**src/rtl/dff_chk_pkg.sv**
```systemverilog
// Shared types for the dff response checker.
// State encoding and default data width.
package dff_chk_pkg;

   typedef enum logic [1:0] {
      IDLE  = 2'd0,
      FILL  = 2'd1,
      CHECK = 2'd2,
      HALT  = 2'd3
   } chk_state_t;

   localparam int DFF_WIDTH_DEF = 4;
   localparam int MAX_LATENCY   = 8;

endpackage

```
**src/rtl/dff_exp_pipe.sv**
```systemverilog
// Expected-value delay line for the dff checker.
// Data shifts on load; flush clears only the valid bits.
module dff_exp_pipe
   import dff_chk_pkg::*;
#(
   parameter int WIDTH   = DFF_WIDTH_DEF,
   parameter int LATENCY = 1
) (
   input  logic             clk,
   input  logic             reset,
   input  logic             load,
   input  logic             flush,
   input  logic [WIDTH-1:0] d,
   output logic [WIDTH-1:0] tail,
   output logic             tail_v,
   output logic             pre_v
);

   logic [WIDTH-1:0] stage [LATENCY];
   logic [LATENCY-1:0] v;

   // shift sampled stimulus and its valid bit down the line
   always_ff @(posedge clk or negedge reset) begin
      if (!reset) begin
         stage <= '{default: '0};
         v     <= '0;
      end else if (flush) begin
         v <= '0;
      end else if (load) begin
         stage[0] <= d;
         v[0]     <= 1'b1;
         for (int i = 1; i < LATENCY; i++) begin
            stage[i] <= stage[i-1];
            v[i]     <= v[i-1];
         end
      end
   end

   assign tail   = stage[LATENCY-1];
   assign tail_v = v[LATENCY-1];

   // one stage before the tail: the tail is valid after the next load
   generate
      if (LATENCY > 1) begin : g_pre
         assign pre_v = v[LATENCY-2];
      end else begin : g_pre1
         assign pre_v = 1'b1;
      end
   endgenerate

endmodule

```
**config.mk**
```make
export PLATFORM = sky130hd
export DESIGN_NAME = dff_exp_pipe
export DESIGN_NICKNAME = d
export VERILOG_FILES = /design/src/rtl/dff_chk_pkg.sv /design/src/rtl/dff_exp_pipe.sv
export SDC_FILE = /design/constraint.sdc
export NUM_CORES = 1
export LEC_CHECK = 0
export BUFFER_PORTS_ARGS = -buffer_cell sky130_fd_sc_hd__buf_4
export CAP_MARGIN = 20
export CORE_AREA = 2 2 39 41
export CTS_CLUSTER_SIZE = 40
export DETAILED_ROUTE_END_ITERATION = 10
export DIE_AREA = 0 0 41 43
export PLACE_DENSITY = 0.44
export SYNTH_ARGS = -nofsm -noshare
export SYNTH_HDL_FRONTEND = slang
export SYNTH_SLANG_ARGS = --single-unit
```
**constraint.sdc**
```tcl
create_clock -name clk -period 0.88 [get_ports clk]
set_clock_uncertainty 0.15 [all_clocks]
set_input_delay 0.088 -clock clk [delete_from_list [all_inputs] [get_ports clk]]
set_output_delay 0.088 -clock clk [all_outputs]
set_load 0.02 [all_outputs]
```
# Yosys cells after proc, flatten, opt, wreduce, memory -nomap -nowiden
# Index checks and enable logic that the tools add are counted.
[classes]
n_bitwise = 1
n_mux = 2
reduce_logical = 2
[op_table]
columns = ["op", "count"]
rows = [
  ["$mux W1", 2],
  ["$reduce_and A2 Y1", 1],
  ["$reduce_bool A2 Y1", 1],
  ["$not A1 Y1", 1],
]
[totals]
input_bits = 8
wordCells = 7
regBits = 5
out_inout_bits = 6

# Depth between registers and ports, before layout
[logic_depth]
ltp_word = 2
mapped_depth = 2
depth_no_buf = 2

# Worst setup path after synthesis
# Ideal clock, no wire load.
[synth_timing]
path_kind = "register to register"
from = "reg, netlist name tail[0]"
to = "reg stage (netlist bit tail[0])"
slack_ns = -0.096
setup_ns = 0.125
stages_incl_launch_ff = 2
n_path_buf = 0
arrival_time_ns = 0.701
required_ns = 0.605
period_less_slack_ns = 0.976
cell_sequence = "dfrtp_1 -> mux2_2"
[synth_lines]
columns = ["item", "line_no", "text"]
rows = [
  ["to (signal, indexed assignment)", "dff_exp_pipe.sv:33", "stage[i] <= stage[i-1];"],
  ["to (decl)", "dff_exp_pipe.sv:19", "logic [WIDTH-1:0] stage [LATENCY];"],
]

# Worst setup path in the final report
[layout_timing]
from = "reg stage (netlist bit tail[0])"
to = "out tail[0]"
[layout_lines]
columns = ["item", "line_no", "text"]
rows = [
  ["to (decl)", "dff_exp_pipe.sv:14", "output logic [WIDTH-1:0] tail,"],
]
# No word-level cell between the ends.

==> flow_metrics.tcl <==
set metrics [dict create \
    vias 164 \
    seq_area_frac_synth 0.617 \
    drc 0 \
    syn_inst 14 \
    drive_gt1_frac 0.774 \
    viasPerCell 3.49 \
    wl_per_cell_um 8.89 \
    synth_nets 22 \
    power.leakage_nw 0.172 \
    synthTopCellsByArea "dfrtp_1 62%, mux2_2 22%, nor2b_4 6.8%" \
    numCtsBuffers 3 \
    reg2reg_to "tail[2]$_DFFE_PN0P_" \
    grt_max_degree 6 \
    synth_xor_area_frac 0 \
    port_buffers 12 \
    synthMuxAreaShare 0.222 \
    path_cells "buf_6" \
    drt-total-wl_um 418 \
    synth_top_area_cell "dfrtp_1" \
    clkTransAtPathRegs_ps 40 \
    die_w_um 41 \
    synth_area_sq_um 203 \
    avgSynthCellArea_sq_um 14.5 \
    antenna_found_initial 0 \
    cp-start-kind "flop" \
    mostFrequentLayoutCells "7 x buf_4, 5 x buf_6, 4 x mux2_2, 4 x dfrtp_2, 3 x clkbuf_4" \
    grt_overflow 0 \
    period_share 1.15 \
    grt_pass1_wl_um 641 \
    vdd_ir_drop_max_mv 0.433 \
    ys_seq_elements 5 \
    cp_num_buf_inv 1 \
    dieHeight_um 43 \
    dieArea_sq_um 1760 \
    max_freq_mhz 992 \
    ioPinCount 14 \
    synth_top_cell_area_share 0.617 \
    ff2ff_path_depth 1 \
    clockBufferDepth 2 \
    worst_hold_startpoint "d[0]" \
    root_buffer "clkbuf_4" \
    synth_top_family_by_area "multiplexers" \
    cts.sinks 5 \
    synth_cell_types 6 \
    hold_viol 5 \
    finalSetupTns_ps -782 \
    rsz0062_at_grt "true" \
    maxCapViolCount 0 \
    finalSetupViolCount 9 \
    drtIter0Drc 0 \
    nets 40 \
    ff2ff_setup_slack_ps -50 \
    crit_slowest_cell "dfrtp_2" \
    synthSimpleGateAreaFrac 0.105 \
    coreArea_sq_um 1380 \
    end_kind "output port" \
    violations "hold timing, setup timing" \
    postRouteAntennaNets 0 \
    synth_compound_area_frac 0 \
    cts_setup_buffers 0 \
    clock_latency_ps 230 \
    cts.htree.levels 1 \
    fin_area_sq_um 375 \
    drt_pass1_iterations 1 \
    antennaDiodeCount 0 \
    required_ps 640 \
    syn_to_final_growth_pct 85.2 \
    place_area_sq_um 310 \
    crit_type "flop to output port" \
    grt_pass1_vias 176 \
    fin_ws_ps -128 \
    row_count 14 \
    crit_arrival_ps 770 \
    cts_tree "done" \
    drv_slew 0 \
    synth_adder_area_share 0 \
    grt_use_total 0.0605 \
    ctsHoldBuffers 2 \
    ys_warn_count 0 \
    hold_depth 2 \
    period_needed_ps 1010 \
    critPathMaxStageDelay_ps 400 \
    status "finished, violations left" \
    total_power_mw 0.726 \
    final_common_cell "buf_4" \
    worstPathMaxFanout 2 \
    hp-class "primary input to flop" \
    rr_startpoint "tail[2]$_DFFE_PN0P_" \
    crit_family "flip-flops" \
    gp_congestion 0.535 \
    power_density_nw_per_um2 1930 \
    start_util 0.146 \
    min_to "tail[0]$_DFFE_PN0P_" \
    whs_ps -66.9 \
]
==> report_power, final <==
part           leakage, nW  internal [mW]  switching, mW  total, mW
sequential          0.0554          0.266         0.0214      0.288
combinational        0.102          0.109         0.0752      0.184
clock               0.0150          0.171         0.0834      0.254
==> what timing repair did <==
| item | 4_1_cts | 5_1_grt |
|---|---|---|
| hold endpoints to repair | 10 | 5 |
| pin swaps | 0 | 0 |
| setup endpoints to repair | 9 | 9 |
| resized for setup | 5 | 0 |
==> sequential cells by signal, indices dropped and copies added (netlist names) <==
signal	count
tail_v	1
tail	4
==> kinds of logic (layout without fill, tap and decap cells) <==
group,count (synthesis),after routing
buffers and inverters,1,18
muxes,4,4
and+or+nand+nor,3,3
DFF,5,5
other,1,1
==> cell type report <==
class,count,area [sq um]
flip-flops and latches,5,130
well taps,16,20.0
repair buffers,14,129
multi-input cells,8,70.1
clock buffers,4,26.3
fillers,146,1010
==> worst max-delay path by stage <==
stage | from | end | slack, ps | depth (start not counted)
final | tail[0]$_DFFE_PN0P_ | tail[0] | -130 | 1
after global routing | tail[0]$_DFFE_PN0P_ | tail[0] | -170 | 1
after CTS | tail[0]$_DFFE_PN0P_ | tail[0] | -140 | 1
after detailed placement | flush | tail[2]$_DFFE_PN0P_ | -110 | 3
after global placement | flush | tail[3]$_DFFE_PN0P_ | -100 | 3
after floorplan | tail[0]$_DFFE_PN0P_ | tail[0]$_DFFE_PN0P_ | -80 | 1
==> cell usage after synthesis <==
| cell | n |
|---|---|
| nor2_1 | 2 |
| conb_1 | 1 |
| dfrtp_1 | 5 |
| buf_4 | 1 |
| nor2b_4 | 1 |
| mux2_2 | 4 |
==> stage by stage <==
stage | utilization | std cells | setup slack, ps
global route | 0.271 | 47 | -171
floorplan | - | 14 | -83.3
detailed placement | 0.224 | 41 | -111
CTS | 0.271 | 47 | -142
global placement | 0.224 | 41 | -98.5
finish | 0.271 | 47 | -128
==> routing by layer <==
layer | up-vias | wire [um] | GRT usage | share of wire
met5 | - | 0 | 0 | 0
met1 | 74 | 166 | 0.0619 | 0.40
met4 | 0 | 0 | 0.0800 | 0
met3 | 0 | 84 | 0.0366 | 0.20
li1 | 77 | - | - | -
met2 | 13 | 167 | 0.0688 | 0.40
Power figures use the tool's default switching activity.
